File: config.mk
export PLATFORM = sky130hd
export DESIGN_NAME = sprite_blitter
export DESIGN_NICKNAME = d
export VERILOG_FILES = /design/src/rtl/sprite_blitter.sv
export SDC_FILE = /design/constraint.sdc
export NUM_CORES = 1
export LEC_CHECK = 0
export CAP_MARGIN = 0
export CORE_MARGIN = 2
export CORE_UTILIZATION = 46
export CTS_BUF_LIST = sky130_fd_sc_hd__clkbuf_4 sky130_fd_sc_hd__clkbuf_8
export DETAILED_ROUTE_END_ITERATION = 10
export GPL_TIMING_DRIVEN = 0
export MAX_ROUTING_LAYER = met4
export PLACE_DENSITY = 0.84
export RECOVER_POWER = 50
export SLEW_MARGIN = 20
export SYNTH_ARGS = -nofsm -noshare
export SYNTH_HDL_FRONTEND = slang
export SYNTH_SLANG_ARGS = --single-unit
File: constraint.sdc
create_clock -name clk -period 3 [get_ports clk]
set_input_delay 0.75 -clock clk [delete_from_list [all_inputs] [get_ports clk]]
set_output_delay 0.75 -clock clk [all_outputs]
set_load 0.03 [all_outputs]
File: src/rtl/sprite_blitter.sv
// rtl/sprite_blitter.sv - CHIP-8 draw engine: Dxyn sprite XOR-blit and 00E0 clear
//
// Purpose: executes one draw or clear command at a time. Sprite bytes are read from
// RAM, framebuffer rows are read-modify-written one row word per access.
// Optional feature: define SPRITE_WRAP_EN to wrap rows/columns instead of clipping.
//
// Ports:
//   clk, rst_n              clock (posedge), asynchronous active-low reset
//   req_valid/req_ready     command handshake (ready only while idle)
//   req_clear               1 = clear screen, 0 = draw sprite
//   req_x, req_y, req_n     sprite origin and height in bytes
//   req_addr                sprite base address in RAM
//   done, collision         completion pulse and XOR collision flag
//   mem_rd/mem_addr/mem_rdata       RAM byte read, data one cycle after strobe
//   vram_re/vram_addr/vram_rdata    framebuffer row read, data one cycle after strobe
//   vram_we/vram_wdata              framebuffer row write (bit SCREEN_W-1 = x 0)
module sprite_blitter #(
  parameter  int SCREEN_W = 64,
  parameter  int SCREEN_H = 32,
  parameter  int ADDR_W   = 12,
  localparam int RW       = $clog2(SCREEN_H)
) (
  input  logic                clk,
  input  logic                rst_n,
  input  logic                req_valid,
  output logic                req_ready,
  input  logic                req_clear,
  input  logic [7:0]          req_x,
  input  logic [7:0]          req_y,
  input  logic [3:0]          req_n,
  input  logic [ADDR_W-1:0]   req_addr,
  output logic                done,
  output logic                collision,
  output logic                mem_rd,
  output logic [ADDR_W-1:0]   mem_addr,
  input  logic [7:0]          mem_rdata,
  output logic                vram_re,
  output logic [RW-1:0]       vram_addr,
  input  logic [SCREEN_W-1:0] vram_rdata,
  output logic                vram_we,
  output logic [SCREEN_W-1:0] vram_wdata
);

  // Counter serves both as clear row index and sprite row index.
  localparam int CW = (RW > 4) ? RW : 4;

  typedef enum logic [2:0] {S_IDLE, S_CLEAR, S_FETCH, S_READ, S_WRITE, S_DONE} state_t;

  state_t              r_state, w_next;
  logic [7:0]          r_x, r_y;
  logic [3:0]          r_n;
  logic [ADDR_W-1:0]   r_addr;
  logic [CW-1:0]       r_cnt;
  logic [7:0]          r_byte;
  logic                r_coll;

  logic [CW-1:0]       w_cnt_inc;
  logic                w_last;
  logic [8:0]          w_row_sum;
  logic                w_clipped;
  logic [RW-1:0]       w_vrow;
  logic [SCREEN_W-1:0] w_spr;
  logic [SCREEN_W-1:0] w_mask;

  assign w_cnt_inc = r_cnt + 1'b1;
  assign w_last    = (w_cnt_inc == CW'(r_n));
  // Start coordinates always wrap; only the per-row offset can run off the bottom.
  assign w_row_sum = 9'(r_y % 8'(SCREEN_H)) + 9'(r_cnt);
  assign w_vrow    = RW'(w_row_sum);
  assign w_spr     = {r_byte, {(SCREEN_W-8){1'b0}}};

`ifdef SPRITE_WRAP_EN
  logic [2*SCREEN_W-1:0] w_dbl;
  // Low half of a doubled word shifted right is a rotate right.
  assign w_dbl     = {w_spr, w_spr} >> (r_x % 8'(SCREEN_W));
  assign w_mask    = w_dbl[SCREEN_W-1:0];
  assign w_clipped = 1'b0;
`else
  assign w_mask    = w_spr >> (r_x % 8'(SCREEN_W));
  assign w_clipped = (w_row_sum >= 9'(SCREEN_H));
`endif

  assign collision = r_coll;

  always_ff @(posedge clk or negedge rst_n) begin
    if (!rst_n) r_state <= S_IDLE;
    else        r_state <= w_next;
  end

  always_comb begin
    w_next     = r_state;
    req_ready  = 1'b0;
    done       = 1'b0;
    mem_rd     = 1'b0;
    mem_addr   = '0;
    vram_re    = 1'b0;
    vram_we    = 1'b0;
    vram_addr  = '0;
    vram_wdata = '0;
    case (r_state)
      S_IDLE: begin
        req_ready = 1'b1;
        if (req_valid) begin
          if (req_clear)       w_next = S_CLEAR;
          else if (req_n == 0) w_next = S_DONE;
          else                 w_next = S_FETCH;
        end
      end
      S_CLEAR: begin
        vram_we   = 1'b1;
        vram_addr = RW'(r_cnt);
        if (r_cnt == CW'(SCREEN_H-1)) w_next = S_DONE;
      end
      S_FETCH: begin
        if (w_clipped) begin
          // Off-screen row: burn one cycle with no strobes.
          if (w_last) w_next = S_DONE;
        end else begin
          mem_rd   = 1'b1;
          mem_addr = r_addr + ADDR_W'(r_cnt);
          w_next   = S_READ;
        end
      end
      S_READ: begin
        vram_re   = 1'b1;
        vram_addr = w_vrow;
        w_next    = S_WRITE;
      end
      S_WRITE: begin
        vram_we    = 1'b1;
        vram_addr  = w_vrow;
        vram_wdata = vram_rdata ^ w_mask;
        w_next     = w_last ? S_DONE : S_FETCH;
      end
      S_DONE: begin
        done   = 1'b1;
        w_next = S_IDLE;
      end
      default: w_next = S_IDLE;
    endcase
  end

  always_ff @(posedge clk or negedge rst_n) begin
    if (!rst_n) begin
      r_x    <= '0;
      r_y    <= '0;
      r_n    <= '0;
      r_addr <= '0;
      r_cnt  <= '0;
      r_byte <= '0;
      r_coll <= 1'b0;
    end else begin
      case (r_state)
        S_IDLE: if (req_valid) begin
          r_x    <= req_x;
          r_y    <= req_y;
          r_n    <= req_n;
          r_addr <= req_addr;
          r_cnt  <= '0;
          r_coll <= 1'b0;
        end
        S_CLEAR: r_cnt <= w_cnt_inc;
        S_FETCH: if (w_clipped) r_cnt <= w_cnt_inc;
        S_READ:  r_byte <= mem_rdata;
        S_WRITE: begin
          r_coll <= r_coll | (|(vram_rdata & w_mask));
          r_cnt  <= w_cnt_inc;
        end
        default: ;
      endcase
    end
  end

endmodule

==> results of run 1 <==
[cells by family (layout without fill, tap and decap cells)]
group | count (synthesis) | count (layout) | share of synthesized area (%)
XOR/XNOR | 14 | 14 | 2.50
buffers and inverters | 48 | 285 | 4.09
AND/OR/NAND/NOR | 247 | 247 | 26.7
adder cells (fa/ha/maj) | 79 | 79 | 20.4
flip-flops | 44 | 44 | 22.5
multiplexers | 48 | 48 | 11.5
AO/OA/AOI/OAI | 91 | 91 | 12.3
[flip-flops by register name, summed over array words and instances (netlist names)]
name	count
r_y	5
r_cnt	5
r_addr	12
r_n	4
collision	1
r_byte	8
r_state	3
r_x	6
[metrics by stage]
step | util (%) | hold slack, ps | setup TNS [ps]
finish | 80.4 | 538 | -12420
global route | 80.4 | 559 | -18390
CTS | 74.5 | 460 | -10010
detailed placement | 67.7 | 509 | -36710
global placement | 67.4 | 502 | -35490
floorplan | - | 454 | 0
[repair_timing]
action                     in CTS  in global routing
resized for setup             589                150
buffers inserted               17                 26
setup endpoints to repair      84                 82
pin swaps                      28                 42
[final cells by class]
class	count	area (µm²)
multi-input combinational	479	4450
timing repair buffer	233	2210
fill	638	2030
sequential	44	1110
buffer	33	189
tap	136	170
clock buffer	5	68.8
clock inverter	3	46.3
inverter	11	43.8
[Yosys cell counts, drive strengths merged, types with 8 or more instances]
| cell | instances |
|---|---|
| buf | 8 |
| a21oi | 20 |
| inv | 11 |
| dfrtp | 44 |
| nor2 | 69 |
| nor2b | 11 |
| o21ai | 25 |
| nor4 | 19 |
| and3 | 66 |
| ha | 76 |
| clkbuf | 29 |
| xnor2 | 11 |
| mux2 | 37 |
| nand2 | 36 |
| nor3 | 8 |
| mux2i | 8 |
[final timing paths]
| check | endpoint | slack, ps | depth (start not counted) |
|---|---|---|---|
| hold reg to reg | r_y[3] | 540 | 1 |
| setup / recovery | vram_wdata[34] | -330 | 8 |
| hold / removal | r_y[3] | 540 | 1 |
| min in group asynchronous | r_byte[1] | 730 | 1 |
| max in group asynchronous | r_cnt[1] | 570 | 2 |
| setup reg to reg | collision | 20 | 9 |
[report_power, final]
group          internal (µW)  switching, µW
clock                    251            222
sequential               886            375
combinational           3160           4010
total                   4300           4610
[metal layers]
metal  vias up  wire length (µm)  track usage (%)
met4         0              1060             15.1
met3        88              1310             4.07
met2       323             10500             59.6
met1      2784              7760             36.9
met5         -                 0                -
li1       2574                 -                -
==> Implementation_results.wiki, run 1 <==
{| class="wikitable"
! Metric !! Value
|-
| Sum of buffers and inverters on the critical path || 2
|-
| Commonest cells after routing, fill and taps aside || 105 x sky130_fd_sc_hd__clkdlybuf4s50_1, 65 x sky130_fd_sc_hd__buf_6, 65 x sky130_fd_sc_hd__ha_1, 45 x sky130_fd_sc_hd__buf_4, 39 x sky130_fd_sc_hd__nor2_1
|-
| Dominant delay contributor by cell family on the critical path || multiplexers
|-
| Final clock skew || about 8.3 ps
|-
| Final setup violation count || 68
|-
| Biggest area consumer among synthesized cells || sky130_fd_sc_hd__dfrtp_1
|-
| Standby leakage power || approximately 0.0037 µW
|-
| Beginning of the worst register-to-register path || r_x[0]
|-
| Area of the placeable core || 10300 µm²
|-
| CTS tree || built
|-
| Post-placement setup slack || -725 ps
|-
| First-iteration detailed-routing DRC count || between 200 and 300
|-
| Placed Area || 6980 µm²
|-
| Overall die height || about 110 µm
|-
| Relative area change from synthesis to final layout || 69.3%
|-
| Post-route cell area || approximately 8300 µm²
|-
| Ratio of routed vias to standard cells || 6.11
|-
| CTS buffer count || 5
|-
| Count of hold-fix buffers inserted at cts || 0
|-
| Post-synthesis register bit count || between 40 and 50
|-
| Class of the tightest hold or removal check || register to register
|-
| Fin crit share || 111%
|-
| Count of max-cap constraint violations || 0
|-
| Leading cell type in the layout, fill and taps excluded || sky130_fd_sc_hd__clkdlybuf4s50_1
|-
| Share of the synthesized area in the top cell type || 22.5%
|-
| CTS Root Buffer Type || sky130_fd_sc_hd__clkbuf_8
|-
| Source of the worst hold timing path || r_y[3]
|-
| Top Ports || between 150 and 200
|-
| Critical Path AT || around 2600 ps
|-
| Most prevalent standard cell on the critical path || sky130_fd_sc_hd__buf_6
|-
| Critical path start-end classification || register to output pin
|-
| WL/cell || between 20 and 25 µm
|-
| Power after layout || around 9000 µW
|-
| Maximum clock frequency || 300 MHz
|-
| Endpoint type of the worst setup path || output pin
|-
| Worst-Margin Slew || between 1000 and 1500 ps
|-
| Number of H-tree branching levels || 2
|-
| HPWL reported at the end of detailed placement || about 15000 µm
|-
| Number of different library cells in the post-synthesis netlist || ~60
|-
| Tmin final || roughly 3300 ps
|-
| Row count || 37
|-
| Worst setup SP type || register
|-
| Unrepaired setup endpoints after global routing || yes
|-
| Nets || a little under 1000
|-
| Maximum buffer depth of the clock tree || 2
|-
| Sequential area share after synthesis || between 20% and 30%
|-
| Required arrival time at the worst endpoint || 2250 ps
|-
| Peak VDD IR || about 0.76 mV
|-
| Net count of the mapped netlist || roughly 760
|-
| Crit path from || r_x[0]
|-
| Router iterations before antenna repair || 5
|-
| Count of antenna diodes in the layout || 0
|-
| Clock Sinks || 44
|-
| Total placed cells including tap cells || ~900
|-
| Post-Syn Instances || 571
|-
| DRC Markers || 0
|-
| Smallest setup slack after layout || -332 ps
|-
| Slew headroom || around 10%
|-
| Proportion of register bits with asynchronous set or reset after synthesis || 100%
|-
| Starting density of the core || 47.5%
|-
| Global-route wire length before repair || roughly 30000 µm
|-
| Antenna-violating nets left || 0
|-
| Count of flip-flops with a built-in enable after synthesis || 0
|-
| Cell Count, Final, Fillers Out || ~940
|-
| Weighted congestion reported at the end of routability-driven placement || ~0.97
|-
| # port buffers || ~190
|-
| Later-pin clock latency in the skew report || ~310 ps
|-
| Worst-path fanout max || 4
|-
| Delay of the slowest critical-path stage || ~590 ps
|-
| Antenna violations before repair || 0
|-
| Primary flip-flop cell chosen by synthesis mapping || sky130_fd_sc_hd__dfrtp_1
|-
| Largest net degree at the start of global routing || 26
|-
| Post-Syn Area per Cell || ~8.6 µm²
|-
| Fraction of final layout cells sized beyond drive strength 1 || 42.8%
|-
| Run status || complete, but fails checks
|-
| Die span in x || between 100 and 150 µm
|-
| Number of endpoints with negative hold slack in the final report || 0
|-
| Yosys Warn Count || 0
|-
| Top post-synthesis cells by area || sky130_fd_sc_hd__dfrtp_1 22%, sky130_fd_sc_hd__ha_1 19%, sky130_fd_sc_hd__mux2_2 8.5%, sky130_fd_sc_hd__and3_1 8.3%, sky130_fd_sc_hd__nor2_1 5.2%
|-
| Clock-pin transition on the worst setup and hold timing paths || roughly 100 ps
|-
| Number of max-slew violations in the final report || 0
|-
| Crit-path cells || mux4_2 -> a21oi_4 -> mux2_4 -> buf_6 -> nor2_2 -> ha_1 -> and3_4 -> buf_6
|-
| PD cells || 1070 nW/µm²
|-
| Critical path's slowest cell || sky130_fd_sc_hd__mux4_2
|-
| Via count of the first global-routing pass || 5769
|-
| Violations in the final reports || setup timing
|-
| Remaining global-route overflow || 0
|-
| Detailed-route via count || just under 6000
|-
| Total routed wirelength || 20700 µm
|-
| Syn Std Cell Area || about 4900 µm²
|-
| Global-route usage over all layers || about a third
|-
| Area of the die || roughly 11000 µm²
|}
Power figures use the tool's default switching activity.
==> run 2: changes to the inputs <==
Settings changed: CELL_PAD_IN_SITES_DETAIL_PLACEMENT set to 1, CELL_PAD_IN_SITES_GLOBAL_PLACEMENT set to 2, CORE_ASPECT_RATIO set to 0.5, CORE_UTILIZATION 46 to 25, PLACE_DENSITY 0.84 to not set, PLACE_DENSITY_LB_ADDON set to 0.1.
==> Implementation_results.wiki, run 2 (synthesis results as in run 1) <==
{| class="wikitable"
! Metric !! Value
|-
| Number of endpoints with negative hold slack in the final report || 0 (unchanged)
|-
| Number of max-slew violations in the final report || 0 (unchanged)
|-
| Clock-pin transition on the worst setup and hold timing paths || 90 ps (was 100 ps)
|-
| Leading cell type in the layout, fill and taps excluded || sky130_fd_sc_hd__clkdlybuf4s50_1 (unchanged)
|-
| Worst setup SP type || register (unchanged)
|-
| Top Ports || 195 (unchanged)
|-
| Row count || 36 (was 37)
|-
| Fraction of final layout cells sized beyond drive strength 1 || 45.6% (was 42.8%)
|-
| Router iterations before antenna repair || 4 (was 5)
|-
| Slew headroom || 6.14% (was 10.3%)
|-
| Most prevalent standard cell on the critical path || sky130_fd_sc_hd__buf_6 (unchanged)
|-
| Clock Sinks || 44 (unchanged)
|-
| Crit-path cells || buf_6 -> mux2i_2 -> mux4_2 -> nor2_2 -> a21oi_2 -> buf_6 -> nor2_4 -> ha_1 -> and3_4 -> buf_6 (was mux4_2 -> a21oi_4 -> mux2_4 -> buf_6 -> nor2_2 -> ha_1 -> and3_4 -> buf_6)
|-
| PD cells || 1060 nW/µm² (was 1070 nW/µm²)
|-
| Delay of the slowest critical-path stage || 570 ps (was 590 ps)
|-
| Flip-flop count of the largest register, all copies and words added || 12 (unchanged)
|-
| CTS Root Buffer Type || sky130_fd_sc_hd__clkbuf_8 (unchanged)
|-
| Weighted congestion reported at the end of routability-driven placement || 0.840 (was 0.965)
|-
| Source of the worst hold timing path || r_n[3] (was r_y[3])
|-
| Worst-Margin Slew || 1410 ps (was 1350 ps)
|-
| Registers with the highest flip-flop counts || r_addr: 12 flops, r_byte: 8 flops, r_x: 6 flops (unchanged)
|-
| Overall die height || 103 µm (was 107 µm)
|-
| Crit path from || r_x[1] (was r_x[0])
|-
| Number of H-tree branching levels || 2 (unchanged)
|-
| Antenna violations before repair || 0 (unchanged)
|-
| Sequential cell fraction of total power || 13.6% (was 14.2%)
|-
| Count of antenna diodes in the layout || 0 (unchanged)
|-
| Tmin final || 3300 ps (was 3330 ps)
|-
| Worst hold path stage count || 1 (unchanged)
|-
| Proportion of power drawn by the clock network || 5.1% (was 5.3%)
|-
| # port buffers || 189 (unchanged)
|-
| Count of hold-fix buffers inserted at cts || 0 (unchanged)
|-
| Class of the tightest hold or removal check || register to register (unchanged)
|-
| Worst-path fanout max || 8 (was 4)
|-
| Count of max-cap constraint violations || 0 (unchanged)
|-
| Endpoint type of the worst setup path || output pin (unchanged)
|-
| Smallest setup slack after layout || -295 ps (was -332 ps)
|-
| Count of cells along the worst register-to-register path || 11 (was 9)
|-
| DRC Markers || 0 (unchanged)
|-
| Critical path's slowest cell || sky130_fd_sc_hd__mux4_2 (unchanged)
|-
| Commonest cells after routing, fill and taps aside || 104 x sky130_fd_sc_hd__clkdlybuf4s50_1, 64 x sky130_fd_sc_hd__ha_1, 63 x sky130_fd_sc_hd__buf_6, 49 x sky130_fd_sc_hd__buf_4, 35 x sky130_fd_sc_hd__dfrtp_1 (was 105 x sky130_fd_sc_hd__clkdlybuf4s50_1, 65 x sky130_fd_sc_hd__buf_6, 65 x sky130_fd_sc_hd__ha_1, 45 x sky130_fd_sc_hd__buf_4, 39 x sky130_fd_sc_hd__nor2_1)
|-
| Die span in x || 202 µm (was 107 µm)
|-
| Minimum hold slack || 538 ps (about the same)
|-
| CTS buffer count || 5 (unchanged)
|-
| Fin crit share || 110% (was 111%)
|-
| Critical Path AT || 2550 ps (was 2580 ps)
|-
| Ratio of routed vias to standard cells || 4.99 (was 6.11)
|-
| Maximum clock frequency || 303 MHz (was 300 MHz)
|-
| Nets || 995 (was 993)
|-
| WL/cell || 20.9 µm (was 21.9 µm)
|-
| Required arrival time at the worst endpoint || 2250 ps (about the same)
|-
| Global-route wire length before repair || 33700 µm (was 29300 µm)
|-
| Antenna-violating nets left || 0 (unchanged)
|-
| Final clock skew || 5.85 ps (was 8.32 ps)
|-
| Peak VDD IR || 0.442 mV (was 0.758 mV)
|-
| CTS tree || built (unchanged)
|-
| Filler instances || 2159 (was 638)
|-
| Critical path start-end classification || register to output pin (unchanged)
|-
| Largest net degree at the start of global routing || 29 (was 26)
|-
| Violations in the final reports || setup timing (unchanged)
|-
| First-iteration detailed-routing DRC count || 143 (was 275)
|-
| Area of the die || 20800 µm² (was 11500 µm²)
|-
| Final setup violation count || 69 (was 68)
|-
| Total routed wirelength || 22500 µm (was 20700 µm)
|-
| Standby leakage power || 0.00382 µW (was 0.00371 µW)
|-
| Remaining global-route overflow || 0 (unchanged)
|-
| Total negative setup slack || -11360 ps (was -12420 ps)
|-
| Area of the placeable core || 19300 µm² (was 10300 µm²)
|-
| Combinational fraction of design power || 81.2% (was 80.5%)
|-
| Starting density of the core || 25.4% (was 47.5%)
|-
| Global-route usage over all layers || 21.8% (was 33.3%)
|-
| Beginning of the worst register-to-register path || r_x[0] (unchanged)
|-
| Maximum buffer depth of the clock tree || 2 (unchanged)
|-
| Register with the most flip-flops || r_addr (unchanged)
|-
| Detailed-route via count || 5364 (was 5769)
|-
| Unrepaired setup endpoints after global routing || yes (unchanged)
|-
| Switching Share || 51.8% (was 51.7%)
|-
| HPWL reported at the end of detailed placement || 17000 µm (was 14500 µm)
|-
| Relative area change from synthesis to final layout || 76.0% (was 69.3%)
|-
| Design internal power || 4420 µW (was 4300 µW)
|-
| Via count of the first global-routing pass || 5639 (was 5769)
|-
| Later-pin clock latency in the skew report || 300 ps (was 310 ps)
|-
| Run status || complete, but fails checks (unchanged)
|-
| P_sw || 4760 µW (was 4610 µW)
|}
-- run 2: cell count changes in the layout (fill, tap and decap cells not counted), moves of 5 or more --
| cell | change |
|---|---|
| sky130_fd_sc_hd__clkdlybuf4s15_2 | -5 |
| sky130_fd_sc_hd__nor2_1 | -7 |
| sky130_fd_sc_hd__nor4_1 | -7 |
| sky130_fd_sc_hd__nor2_4 | +8 |
| sky130_fd_sc_hd__nor2b_2 | +7 |
| sky130_fd_sc_hd__nor2b_1 | -7 |
-- run 2: area by class of cell --
cell class,instances,area [µm²],area share [%]
buffer,34,220,2.55
clock inverter,2,35.0,0.406
inverter,11,43.8,0.508
tap,266,333,3.86
timing repair buffer,234,2230,25.8
multi-input combinational,479,4580,53.0
sequential,44,1110,12.9
clock buffer,6,76.3,0.885
-- run 2: worst paths after layout --
check | endpoint | slack, ps
max | vram_wdata[7] | -300
max reg2reg | collision | 20
min | r_n[3] | 540
max in group asynchronous | r_cnt[4] | 420
min reg2reg | r_n[3] | 540
min in group asynchronous | r_y[3] | 550
-- run 2: critical path, delay by kind of cell, from the launching register on --
family	cells	cell delay (ps)
flops	1	380
simple gates	3	420
fa+ha+maj	1	230
compound gates	1	60
buf+inv	3	440
mux	2	730
-- run 2: stage by stage --
step | setup WS (ps) | cells | area [µm²] | utilization [%] | power, µW
after floorplan | 11.9 | 571 | 4900 | - | 4480
after global placement | -925 | 1026 | 7120 | 36.9 | 6460
after detailed placement | -897 | 1027 | 7140 | 36.9 | 6520
after CTS | -317 | 1069 | 7990 | 41.3 | 8340
after global routing | -387 | 1076 | 8630 | 44.6 | 9840
final | -295 | 1076 | 8630 | 44.6 | 9180
-- run 2: power groups by stage --
stage               Combinational, µW  Clock, µW  Sequential (µW)
floorplan                        3390          0             1090
global placement                 5270          0             1190
detailed placement               5320          0             1200
CTS                              6630        488             1220
global route                     8020        512             1310
finish                           7450        471             1250
-- run 2: metal layers --
layer | GRT usage, % | routed length [µm]
met4 | 3.85 | 260
met5 | - | 0
met1 | 29.8 | 11200
met2 | 35.4 | 10400
met3 | 2.24 | 700
-- run 2: repair_timing --
item,in CTS,in global routing
endpoints found under the setup margin,85,82
setup buffers,37,7
pin swaps,41,59
resized for setup,606,178
